==> src/rtl/uart_frame_rx_if.sv <==
// Bundle for uart_frame_rx: UART rx FIFO pop side, payload byte stream and frame status.
// The master modport is the deframer; the slave modport is its environment (FIFO, sink, status reader).
interface uart_frame_rx_if #(
  parameter int ADDR_W = 4
);
  logic              rx_empty;
  logic [7:0]        r_data;
  logic              rd_uart;
  logic [7:0]        m_data;
  logic              m_valid;
  logic              m_last;
  logic              m_ready;
  logic [ADDR_W:0]   frame_len;
  logic              frame_ok;
  logic              frame_err;
  logic [1:0]        err_code;

  modport master (
    input  rx_empty, r_data, m_ready,
    output rd_uart, m_data, m_valid, m_last, frame_len, frame_ok, frame_err, err_code
  );

  modport slave (
    output rx_empty, r_data, m_ready,
    input  rd_uart, m_data, m_valid, m_last, frame_len, frame_ok, frame_err, err_code
  );
endinterface

==> src/rtl/uart_frame_rx.sv <==
// SOF-hunting, length-prefixed, checksummed frame receiver; payload released only after the checksum passes.
// Optional inter-byte timeout is compiled in with `define UART_FRAME_TIMEOUT_EN.
module uart_frame_rx #(
  parameter logic [7:0] SOF         = 8'h7E,
  parameter int         MAX_LEN     = 16,
  parameter int         ADDR_W      = 4,
  parameter int         TIMEOUT_CYC = 50000,
  parameter int         TO_W        = 16
) (
  input  logic           clk,
  input  logic           reset,
  uart_frame_rx_if.master bus
);
  localparam int              DEPTH   = 1 << ADDR_W;
  localparam logic [ADDR_W:0] LEN_ONE = (ADDR_W + 1)'(1);

  if (MAX_LEN < 1 || MAX_LEN > DEPTH) begin : g_bad_max_len
    $error("uart_frame_rx: MAX_LEN must lie in 1..2**ADDR_W");
  end
  if (TIMEOUT_CYC < 2 || TIMEOUT_CYC > (1 << TO_W)) begin : g_bad_timeout
    $error("uart_frame_rx: TIMEOUT_CYC does not fit the TO_W-bit counter");
  end

  typedef enum logic [2:0] {
    S_IDLE,
    S_LEN,
    S_DATA,
    S_CHK,
    S_DRAIN
  } state_t;

  state_t          r_state;
  logic [7:0]      r_buf [DEPTH];
  logic [ADDR_W:0] r_len;
  logic [ADDR_W:0] r_wr_cnt;
  logic [ADDR_W:0] r_rd_ptr;
  logic [ADDR_W:0] r_frame_len;
  logic [7:0]      r_sum;
  logic [7:0]      r_m_data;
  logic            r_m_valid;
  logic            r_m_last;
  logic            r_frame_ok;
  logic            r_frame_err;
  logic [1:0]      r_err_code;

  logic            w_mid_frame;
  logic            w_pop;
  logic            w_len_bad;
  logic            w_wr_last;
  logic            w_sum_ok;
  logic            w_rd_last;
  logic            w_timeout;
  logic [7:0]      w_byte;
  logic [ADDR_W:0] w_rd_next;

  assign w_byte      = bus.r_data;
  assign w_mid_frame = (r_state == S_LEN) || (r_state == S_DATA) || (r_state == S_CHK);
  // DRAIN never pops: the UART FIFO absorbs backpressure while the buffer empties.
  assign w_pop       = !reset && !bus.rx_empty && (w_mid_frame || (r_state == S_IDLE));
  assign w_len_bad   = (w_byte == 8'h00) || (w_byte > 8'(MAX_LEN));
  assign w_wr_last   = (r_wr_cnt == r_len - LEN_ONE);
  assign w_sum_ok    = ((r_sum + w_byte) == 8'h00);
  assign w_rd_last   = (r_rd_ptr == r_len - LEN_ONE);
  assign w_rd_next   = r_rd_ptr + LEN_ONE;

`ifdef UART_FRAME_TIMEOUT_EN
  logic [TO_W-1:0] r_to_cnt;

  // A pop in the expiry cycle wins over the timeout.
  assign w_timeout = w_mid_frame && !w_pop && (r_to_cnt == TO_W'(TIMEOUT_CYC - 1));

  always_ff @(posedge clk or posedge reset) begin
    if (reset) begin
      r_to_cnt <= '0;
    end else if (!w_mid_frame || w_pop || w_timeout) begin
      r_to_cnt <= '0;
    end else begin
      r_to_cnt <= r_to_cnt + TO_W'(1);
    end
  end
`else
  assign w_timeout = 1'b0;
`endif

  always_ff @(posedge clk) begin
    if (w_pop && (r_state == S_DATA)) begin
      r_buf[r_wr_cnt[ADDR_W-1:0]] <= w_byte;
    end
  end

  always_ff @(posedge clk or posedge reset) begin
    if (reset) begin
      r_state     <= S_IDLE;
      r_len       <= '0;
      r_wr_cnt    <= '0;
      r_rd_ptr    <= '0;
      r_frame_len <= '0;
      r_sum       <= 8'h00;
      r_m_data    <= 8'h00;
      r_m_valid   <= 1'b0;
      r_m_last    <= 1'b0;
      r_frame_ok  <= 1'b0;
      r_frame_err <= 1'b0;
      r_err_code  <= 2'b00;
    end else begin
      r_frame_ok  <= 1'b0;
      r_frame_err <= 1'b0;
      case (r_state)
        S_IDLE: begin
          if (w_pop && (w_byte == SOF)) begin
            r_state <= S_LEN;
          end
        end
        S_LEN: begin
          if (w_pop) begin
            if (w_len_bad) begin
              r_frame_err <= 1'b1;
              r_err_code  <= 2'b01;
              r_state     <= S_IDLE;
            end else begin
              r_len    <= w_byte[ADDR_W:0];
              r_sum    <= w_byte;
              r_wr_cnt <= '0;
              r_state  <= S_DATA;
            end
          end else if (w_timeout) begin
            r_frame_err <= 1'b1;
            r_err_code  <= 2'b11;
            r_state     <= S_IDLE;
          end
        end
        S_DATA: begin
          if (w_pop) begin
            r_sum    <= r_sum + w_byte;
            r_wr_cnt <= r_wr_cnt + LEN_ONE;
            if (w_wr_last) begin
              r_state <= S_CHK;
            end
          end else if (w_timeout) begin
            r_frame_err <= 1'b1;
            r_err_code  <= 2'b11;
            r_state     <= S_IDLE;
          end
        end
        S_CHK: begin
          if (w_pop) begin
            if (w_sum_ok) begin
              // First payload byte is presented together with the frame_ok pulse.
              r_frame_ok  <= 1'b1;
              r_frame_len <= r_len;
              r_rd_ptr    <= '0;
              r_m_data    <= r_buf[0];
              r_m_last    <= (r_len == LEN_ONE);
              r_m_valid   <= 1'b1;
              r_state     <= S_DRAIN;
            end else begin
              r_frame_err <= 1'b1;
              r_err_code  <= 2'b10;
              r_state     <= S_IDLE;
            end
          end else if (w_timeout) begin
            r_frame_err <= 1'b1;
            r_err_code  <= 2'b11;
            r_state     <= S_IDLE;
          end
        end
        S_DRAIN: begin
          if (r_m_valid && bus.m_ready) begin
            if (w_rd_last) begin
              r_m_valid <= 1'b0;
              r_m_last  <= 1'b0;
              r_state   <= S_IDLE;
            end else begin
              r_rd_ptr <= w_rd_next;
              r_m_data <= r_buf[w_rd_next[ADDR_W-1:0]];
              r_m_last <= (w_rd_next == r_len - LEN_ONE);
            end
          end
        end
        default: begin
          r_state <= S_IDLE;
        end
      endcase
    end
  end

  assign bus.rd_uart   = w_pop;
  assign bus.m_data    = r_m_data;
  assign bus.m_valid   = r_m_valid;
  assign bus.m_last    = r_m_last;
  assign bus.frame_len = r_frame_len;
  assign bus.frame_ok  = r_frame_ok;
  assign bus.frame_err = r_frame_err;
  assign bus.err_code  = r_err_code;
endmodule

==> src/flat_wrapper.sv <==
// flat-port wrapper written by rule: the top's interface ports become plain ports
module uart_frame_rx_flat 
#(
  parameter logic [7:0] SOF         = 8'h7E,
  parameter int         MAX_LEN     = 16,
  parameter int         ADDR_W      = 4,
  parameter int         TIMEOUT_CYC = 50000,
  parameter int         TO_W        = 16
)
  (clk, reset, bus_rx_empty, bus_r_data, bus_m_ready, bus_rd_uart, bus_m_data, bus_m_valid, bus_m_last, bus_frame_len, bus_frame_ok, bus_frame_err, bus_err_code);
  uart_frame_rx_if #(.ADDR_W(ADDR_W)) bus_i ();
  input  logic clk;
  input  logic reset;
  input wire logic [$bits(bus_i.rx_empty)-1:0] bus_rx_empty;
  input wire logic [$bits(bus_i.r_data)-1:0] bus_r_data;
  input wire logic [$bits(bus_i.m_ready)-1:0] bus_m_ready;
  output wire logic [$bits(bus_i.rd_uart)-1:0] bus_rd_uart;
  output wire logic [$bits(bus_i.m_data)-1:0] bus_m_data;
  output wire logic [$bits(bus_i.m_valid)-1:0] bus_m_valid;
  output wire logic [$bits(bus_i.m_last)-1:0] bus_m_last;
  output wire logic [$bits(bus_i.frame_len)-1:0] bus_frame_len;
  output wire logic [$bits(bus_i.frame_ok)-1:0] bus_frame_ok;
  output wire logic [$bits(bus_i.frame_err)-1:0] bus_frame_err;
  output wire logic [$bits(bus_i.err_code)-1:0] bus_err_code;
  assign bus_i.rx_empty = bus_rx_empty;
  assign bus_i.r_data = bus_r_data;
  assign bus_i.m_ready = bus_m_ready;
  assign bus_rd_uart = bus_i.rd_uart;
  assign bus_m_data = bus_i.m_data;
  assign bus_m_valid = bus_i.m_valid;
  assign bus_m_last = bus_i.m_last;
  assign bus_frame_len = bus_i.frame_len;
  assign bus_frame_ok = bus_i.frame_ok;
  assign bus_frame_err = bus_i.frame_err;
  assign bus_err_code = bus_i.err_code;
  uart_frame_rx #(.SOF(SOF), .MAX_LEN(MAX_LEN), .ADDR_W(ADDR_W), .TIMEOUT_CYC(TIMEOUT_CYC), .TO_W(TO_W)) u_core (.clk(clk), .reset(reset), .bus(bus_i));
endmodule
==> config.mk <==
export PLATFORM = sky130hd
export DESIGN_NAME = uart_frame_rx_flat
export DESIGN_NICKNAME = d
export VERILOG_FILES = /design/src/rtl/uart_frame_rx_if.sv /design/src/rtl/uart_frame_rx.sv /design/src/flat_wrapper.sv
export SDC_FILE = /design/constraint.sdc
export NUM_CORES = 1
export LEC_CHECK = 0
export BUFFER_PORTS_ARGS = -buffer_cell sky130_fd_sc_hd__buf_2
export CAP_MARGIN = 20
export CORE_ASPECT_RATIO = 0.5
export CORE_UTILIZATION = 47
export CTS_CLUSTER_SIZE = 40
export DETAILED_ROUTE_END_ITERATION = 16
export PLACE_DENSITY_LB_ADDON = 0.3
export SYNTH_ARGS = -nofsm -noshare
export SYNTH_HDL_FRONTEND = slang
export SYNTH_SLANG_ARGS = --single-unit
==> constraint.sdc <==
create_clock -name clk -period 6.15 [get_ports clk]
set_input_delay 0.3075 -clock clk [delete_from_list [all_inputs] [get_ports clk]]
set_output_delay 0.3075 -clock clk [all_outputs]
set_load 0.005 [all_outputs]
[Yosys cells after proc, flatten, opt, wreduce, memory -nomap -nowiden]
Memories as Yosys holds them, arrays and structs flattened.
Index checks and enable logic that the tools add are counted.
Storage, ports and cells
  register bits after elaboration: 45
  bits in latches: 0
  bits in writable memories: 128
  memory bits (read-only): 0
  input port bits: 12
  output and inout bits: 20
  logic and storage cells: 118
  memories: 1
Cells by class
  add/sub/neg operators: 4
  multiply operators: 0
  divide/modulo/power cells: 0
  order comparisons: 1
  eq/ne operators: 21
  shifts and indexed selects: 0
  mux-type cells: 53
  bitwise operators: 1
  reductions and logical operators: 25
Memories
  u_core.r_buf: words 16, bits a word 8, read ports 2, clocked after Yosys merged registers in 0, wr ports 1, line uart_frame_rx.sv:33  | logic [7:0] r_buf [DEPTH];
Operators with widths (number)
  two-way mux 8 bit: 7
  two-way mux 5 bit: 7
  one-hot mux 8 bit (2 select lines): 2
  two-way mux 3 bit: 8
  one-hot mux 5 bit (2 select lines): 2
  two-way mux 1 bit: 17
  zero test 8 bit: 2
  != test 2 x 1 -> 1 bit, second input constant: 8
  == test 5 bit: 3
  one-hot mux 3 bit (5 select lines): 1
  AND reduction 5 bit: 3
  adder 5 x 1 -> 5 bit, second input constant: 2
  two-way mux 2 bit: 5
  adder 8 bit: 1
  == test 8 x 7 -> 1 bit, second input constant: 1
  > comparator 8 x 5 -> 1 bit, second input constant: 1
  != test 2 bit, second input constant: 4
  AND reduction 4 bit: 2
  AND reduction 7 bit: 1
  == test 3 x 2 -> 1 bit, second input constant: 2
  one-hot mux 1 bit (2 select lines): 3
  AND reduction 3 bit: 2
  nonzero test 2 bit: 3
  == test 5 x 1 -> 1 bit, second input constant: 1
  9 further kinds: 17

[Logic depth before layout (Yosys ltp)]
Gate-level depths: netlist of the first run.
  depth after elaboration: 8
  mapped depth: 10
  gate-level depth less buffers: 9

[Worst setup path after synthesis of the first run]
OpenSTA, ideal clock, no wires.
  path kind: register -> register
  from: reg u_core.r_sum[0]
  to: reg u_core.r_m_data[0], in the netlist u_core.bus.m_data[0]
  library setup time: 0.125 ns
  data arrival time: 2.881 ns
  data required time: 6.025 ns
  path slack: 3.144 ns
  stages on the path, launching flop included: 10
  buffers on the path: 0
  clock period less this slack: 3.006 ns
  cell sequence: dfrtp_1 > ha_1 > fa_1 > a211oi_1 > nor2_1 > xor2_1 > or4_4 > nor4_4 > a31oi_4 > mux2_2
On the way
  word-level cells in the longest chain between the ends: 4
Ends and longest elaborated chain
  start: declaration: line uart_frame_rx.sv:38  | logic [7:0] r_sum;
  start signal: assignment: line uart_frame_rx.sv:122  | r_sum <= w_byte;
  start signal: assignment: line uart_frame_rx.sv:134  | r_sum <= r_sum + w_byte;
  adder 8 bit: line uart_frame_rx.sv:62  | assign w_sum_ok = ((r_sum + w_byte) == 8'h00);
  zero test 8 bit: line uart_frame_rx.sv:62
  != test 2 x 1 -> 1 bit (no line)
  AND reduction 5 bit (no line)
  end signal: assignment: line uart_frame_rx.sv:152  | r_m_data <= r_buf[0];
  end signal: assignment: line uart_frame_rx.sv:175  | r_m_data <= r_buf[w_rd_next[ADDR_W-1:0]];
  end: declaration: line uart_frame_rx.sv:39  | logic [7:0] r_m_data;
Every way passes these cells.
A chain may end at the register's enable or synchronous reset.

[Final worst setup path of the first run]
  from: reg u_core.r_sum[0]
  to: reg u_core.r_m_data[3], in the netlist u_core.bus.m_data[3]
Same word-level chain as after synthesis.

==> metrics, run 1 <==
status=completed; DIE AREA=0.0168 mm2; register area share after synthesis=64.9%; Mapped Nets=547; CTS buffer count=17; setup violators final=0; CTS root buf=clkbuf_16; first-pass GRT wire length=25800 um; Routability Congestion=0.806; Critical Path Sink Type=flip-flop; FP Rows=32; GRT Resource Usage Total=21.1%; Fillers=1220; TNS Setup=0 ns; placed inst area=0.00807 mm2; fin area=0.00873 mm2; pre-CTS setup slack=2.55 ns; CP Launch Type=flip-flop; Max Clk Rate=301 MHz; Critical Path RT=6.47 ns; synth unique cells=47; post-CTS setup-driven buffer insertion count=0; Mapped Cells=520; fin crit period=3.32 ns; Die Y=92.2 um; relative slew slack=35.7%; crit path DAT=3.64 ns; fraction of layout cells with a size suffix above 1=22.7%; Post-DP HPWL=9980 um; n_diodes=0; vias in the first global route=4554; routed len/inst=20.1 um; Multi-input gate area=0.00256 mm2; number of enable flip-flop cells after synthesis=128; global route total overflow=0; Worst Tran Pin Value=0.960 ns; CTS tree=built; Clock Pin Slew Worst Setup and Hold Paths=0.07 ns; DIE WIDTH=182 um; core area=0.0157 mm2; Final Core Density=55.8%; Crit Path Max Fanout=8; CTS Hold Bufs=0; Worst-Skew Late Latency=0.44 ns; synthesized area=0.00765 mm2; IO Count=32; clk sinks=173; worst r2r path cells=9; CTS Buffer Depth=2; vias per cell=5.57; Slew Limit Fails=0; remaining antenna violation count after routing=0; number of remaining DRC errors=0; synthesized flop and latch total=173; final hold vios=0; initial antenna violation count=0; CTS H-Tree Depth=4; First-pass DRT Iterations=5; Mean Syn Cell Area=14.7 um2; Final WS setup=2.83 ns; P&R area growth vs syn=14.0%; RSZ-0062 raised after global routing=no; synth warn=0; Total Routed Length=15900 um; WS Path Type=reg -> reg; DR iter-0 viols=354; Starting Density=48.9%; Register Area=0.00497 mm2; Resized Gates After CTS=0; Clock Skews=0.0109 ns; IO Port Bufs=31; Final Net Count=586; Synth async-reset ratio=26.0%; largest net degree at the start of global routing=46; DR vias=4416; Hold WC Path Type=in -> reg; Final Cycle Share=54.0%; leakage power=3.27 nW; dominant synthesized flop cell=edfxtp_1; pwr/cell area=370 mW/mm2; Max Cap Viol=0; worst vdd ir=0.000210 V; hold depth=4
[layout make-up]
cell class / count / share of cell area, %
clock buffer: 18 / 4.92
clock inverter: 14 / 2.29
inverter: 11 / 0.473
multi-input combinational: 314 / 29.3
sequential: 173 / 57.0
tap: 221 / 3.17
timing repair buffer: 42 / 2.90
[metal layers]
layer	part of all wire [%]	track usage (%)
met5	0	0
met4	1.6	6.65
met3	5.4	5.28
met2	46	32.6
met1	47	29.5
[critical path, stage by stage, from the launching register on]
cell,delay [ns]
dfrtp_1,0.38
ha_1,0.22
fa_1,0.43
a211oi_1,0.29
nor2_1,0.11
xor2_1,0.17
or4_4,0.52
nor4_4,0.58
a31oi_4,0.16
mux2_2,0.33
[cells in the mapped netlist (3+ instances only)]
cell	instances	area share (%)
nand3_1	16	1.0
xnor2_1	16	1.8
ha_1	14	2.3
nor2_1	29	1.4
o21ai_0	32	2.1
xor2_1	15	1.7
inv_1	11	0.54
o31ai_1	3	0.29
nand4_1	3	0.25
mux4_2	32	9.4
edfxtp_1	128	50
a22o_1	5	0.57
mux2_2	18	2.6
nor4_1	3	0.25
nand2b_1	3	0.25
nand2_1	72	3.5
clkbuf_1	17	0.83
dfrtp_1	45	15
buf_2	3	0.20
nor3_1	8	0.52
mux2i_1	6	0.78
a21oi_1	8	0.52
[placed cells by master (no fill, tap or decap), types with 2 or more instances in the layout]
master and n:
inv_8 3, nor4b_1 2, nor2_1 29, ha_1 14, and2_1 2, buf_2 31
inv_6 5, nand2b_1 3, a22o_1 5, nor3_1 8, nand2_1 72, nor4_1 3
a21oi_1 8, nand4_1 3, nand3_1 16, mux4_2 32, o21bai_1 2, clkbuf_16 17
inv_1 10, mux2_2 18, a21o_1 2, xnor2_1 16, dfrtp_1 44, o31ai_1 3
bufinv_16 3, buf_4 9, a311oi_1 2, edfxtp_1 128, mux2i_1 6, o21ai_0 32
o22ai_1 2, a32o_1 2, xor2_1 15
[registers in the layout, summed over array words and instances, names as in the netlist]
register	flops
u_core.bus.m_last	1
u_core.bus.m_data	8
u_core.bus.frame_err	1
u_core.bus.err_code	2
u_core.bus.frame_len	5
u_core.r_state	3
u_core.r_len	5
u_core.bus.m_valid	1
u_core.r_wr_cnt	5
u_core.r_sum	8
u_core.bus.frame_ok	1
u_core.r_buf	128
u_core.r_rd_ptr	5
[kinds of logic (layout without fill, tap and decap cells)]
kind of cell / count (synthesis) / after routing / share of synthesized area, %
flops: 173 / 173 / 64.9
simple gates: 146 / 146 / 8.88
compound gates: 66 / 66 / 5.59
mux: 56 / 56 / 12.8
buf+inv: 33 / 85 / 1.67
xor+xnor: 31 / 31 / 3.55
fa+ha+maj: 15 / 15 / 2.55
[stage by stage]
stage / std cells / hold WS [ns] / power [mW]
after global routing: 793 / 0.277 / 3.36
final: 793 / 0.266 / 3.23
after CTS: 791 / 0.133 / 3.24
after detailed placement: 759 / 0.463 / 2.10
after floorplan: 520 / 0.406 / 1.87
after global placement: 758 / 0.462 / 2.09
[where the power goes]
| group | switching, mW | internal [mW] | total, mW |
|---|---|---|---|
| Sequential | 0.0152 | 1.28 | 1.30 |
| Combinational | 0.424 | 0.358 | 0.782 |
| Clock | 0.489 | 0.658 | 1.15 |
[path summary, 6_finish.rpt]
path	start	slack (ns)	to
min reg2reg	u_core.bus.err_code[1]$_DFFE_PP0P_	0.48	u_core.bus.err_code[1]$_DFFE_PP0P_
min	bus_m_ready	0.27	u_core.r_state[2]$_DFFE_PP0P_
max	u_core.r_sum[0]$_DFFE_PP0P_	2.83	u_core.bus.m_data[3]$_DFFE_PP0P_
min in group asynchronous	reset	0.30	u_core.bus.err_code[1]$_DFFE_PP0P_
max reg2reg	u_core.r_sum[0]$_DFFE_PP0P_	2.83	u_core.bus.m_data[3]$_DFFE_PP0P_
max in group asynchronous	reset	5.39	u_core.r_rd_ptr[0]$_DFFE_PP0P_
Note: power is estimated with default switching activity, not from simulation.
==> run 2, diff against run 1 <==
Clock period 6.15 ns to 2.9 ns, I/O delays scaled along.
==> metrics, run 2 (synthesis gave the netlist of run 1 again) <==
fin area=0.00901 mm2 (was 0.00873 mm2); Fillers=1216 (was 1220); fin crit period=2.86 ns (was 3.32 ns); Final Cycle Share=98.7% (was 54.0%); pre-CTS setup slack=-0.0816 ns (was 2.55 ns); worst vdd ir=0.000445 V (was 0.000210 V); DR vias=4560 (was 4416); sw power=1.99 mW (was 0.929 mW); most frequent cells in the layout=edfxtp_1, nand2_1, dfrtp_1, buf_4 (was edfxtp_1, nand2_1, dfrtp_1, o21ai_0, mux4_2); Register Area=0.00497 mm2 (unchanged); setup violators final=0 (unchanged); Critical Path Sink Type=flip-flop (unchanged); Starting Density=48.9% (unchanged); Total Routed Length=16500 um (was 15900 um); fraction of layout cells with a size suffix above 1=28.0% (was 22.7%); Max Clk Rate=349 MHz (was 301 MHz); P&R area growth vs syn=17.7% (was 14.0%); Post-DP HPWL=10600 um (was 9980 um); Worst Tran Pin Value=0.850 ns (was 0.960 ns); First-pass DRT Iterations=5 (unchanged); IO Count=32 (unchanged); Crit Path Max Fanout=2 (was 8); CTS buffer count=17 (unchanged); remaining antenna violation count after routing=0 (unchanged); Routability Congestion=0.805 (was 0.806); Hold WC Path Type=in -> reg (unchanged); logic gate share of total power=25.7% (was 24.2%); sw frac=29.8% (was 28.8%); CTS Buffer Depth=2 (unchanged); Final Core Density=57.5% (was 55.8%); DR iter-0 viols=353 (was 354); Multi-input gate area=0.00258 mm2 (was 0.00256 mm2); placed inst area=0.00838 mm2 (was 0.00807 mm2); number of remaining DRC errors=0 (unchanged); Reg power frac=41.3% (was 40.2%); worst hold slack=0.101 ns (was 0.266 ns); Final WS setup=0.0371 ns (was 2.83 ns); WS Path Type=reg -> reg (unchanged); TNS Setup=0 ns (unchanged); Clock Skews=0.0107 ns (was 0.0109 ns); RSZ-0062 raised after global routing=yes (was no); Slew Limit Fails=0 (unchanged); DIE AREA=0.0168 mm2 (unchanged); CTS tree=built (unchanged); Max Cap Viol=0 (unchanged); pwr/cell area=741 mW/mm2 (was 370 mW/mm2); CP Launch Type=flip-flop (unchanged); CTS root buf=clkbuf_16 (unchanged); leakage power=3.44 nW (was 3.27 nW); IO Port Bufs=31 (unchanged); Clock Pin Slew Worst Setup and Hold Paths=0.07 ns (about the same); crit path DAT=3.20 ns (was 3.64 ns); GRT Resource Usage Total=21.3% (was 21.1%); Die Y=92.2 um (unchanged); Int Pwr=4.68 mW (was 2.30 mW); status=completed (unchanged); n_diodes=0 (unchanged); core area=0.0157 mm2 (unchanged); CTS H-Tree Depth=4 (unchanged); vias per cell=5.51 (was 5.57); largest net degree at the start of global routing=46 (unchanged); max FFs per register=128 (unchanged); initial antenna violation count=1 (was 0); first-pass GRT wire length=25900 um (was 25800 um); global route total overflow=0 (unchanged); vias in the first global route=4488 (was 4554); FP Rows=32 (unchanged); clock share of power=33.0% (was 35.6%); DIE WIDTH=182 um (unchanged); Critical Path RT=3.23 ns (was 6.47 ns); final hold vios=0 (unchanged); clk sinks=173 (unchanged); commonest non-fill, non-tap cell in the layout=edfxtp_1 (unchanged); routed len/inst=19.9 um (was 20.1 um); Final Net Count=622 (was 586); Worst-Skew Late Latency=0.43 ns (was 0.44 ns); relative slew slack=43.1% (was 35.7%)
## run 2: cell types whose count changed in the layout (fill, tap and decap cells not counted), moves of 2 or more
cell       change
buf_12         +3
clkinv_4       +2
buf_4         +33
inv_6          -2
inv_8          +2
bufinv_16      -3
## run 2: layer usage
metal / global-route usage (%) / up-vias / routed length, um
li1: - / 2116 / -
met1: 30.7 / 2277 / 7580
met2: 32.7 / 142 / 7640
met3: 4.05 / 23 / 975
met4: 6.79 / 2 / 259
met5: 0 / - / 13
## run 2: through the flow
step | power, mW | cells
after detailed placement | 4.53 | 794
after floorplan | 3.97 | 520
after global placement | 4.51 | 794
final | 6.68 | 828
after CTS | 6.72 | 826
after global routing | 6.94 | 828
## run 2: cell type report
cell class | instances | area share (%)
Tap cell | 221 | 3.07
Multi-Input combinational cell | 314 | 28.7
Clock buffer | 17 | 4.72
Clock inverter | 14 | 1.65
Inverter | 11 | 0.458
Sequential cell | 173 | 55.2
Timing Repair Buffer | 78 | 6.22
## run 2: final timing paths
check	from	endpoint	slack, ns	depth (start not counted)
max in group asynchronous	reset	u_core.r_rd_ptr[0]$_DFFE_PP0P_	2.20	4
min reg2reg	u_core.bus.err_code[1]$_DFFE_PP0P_	u_core.bus.err_code[1]$_DFFE_PP0P_	0.48	1
min	bus_m_ready	u_core.r_state[2]$_DFFE_PP0P_	0.10	4
max	u_core.r_sum[0]$_DFFE_PP0P_	u_core.r_state[2]$_DFFE_PP0P_	0.04	9
min in group asynchronous	reset	u_core.r_sum[6]$_DFFE_PP0P_	0.21	3
max reg2reg	u_core.r_sum[0]$_DFFE_PP0P_	u_core.r_state[2]$_DFFE_PP0P_	0.04	9
## run 2: power by group through the flow
stage          clock (mW)  combinational, mW  sequential [mW]
3_3_place_gp            0               1.70             2.81
6_report             2.20               1.71             2.76
5_1_grt              2.31               1.87             2.77
4_1_cts              2.23               1.73             2.76
2_1_floorplan           0               1.17             2.81
3_5_place_dp            0               1.71             2.81
## run 2: worst max-delay path, cell delays in order, from the launching register on
cell      delay [ns]
dfrtp_1         0.41
ha_4            0.18
fa_2            0.37
a211oi_2        0.23
nor2_1          0.10
xor2_1          0.16
or4_4           0.51
buf_4           0.16
nor4_1          0.46
o21bai_1        0.20
## run 2: repair_timing
action	4_1_cts	5_1_grt
setup endpoints to repair	15	21
pin swaps	1	2
hold endpoints to repair	45	0
hold buffers	1	0
resized for setup	0	2
setup buffers	0	1
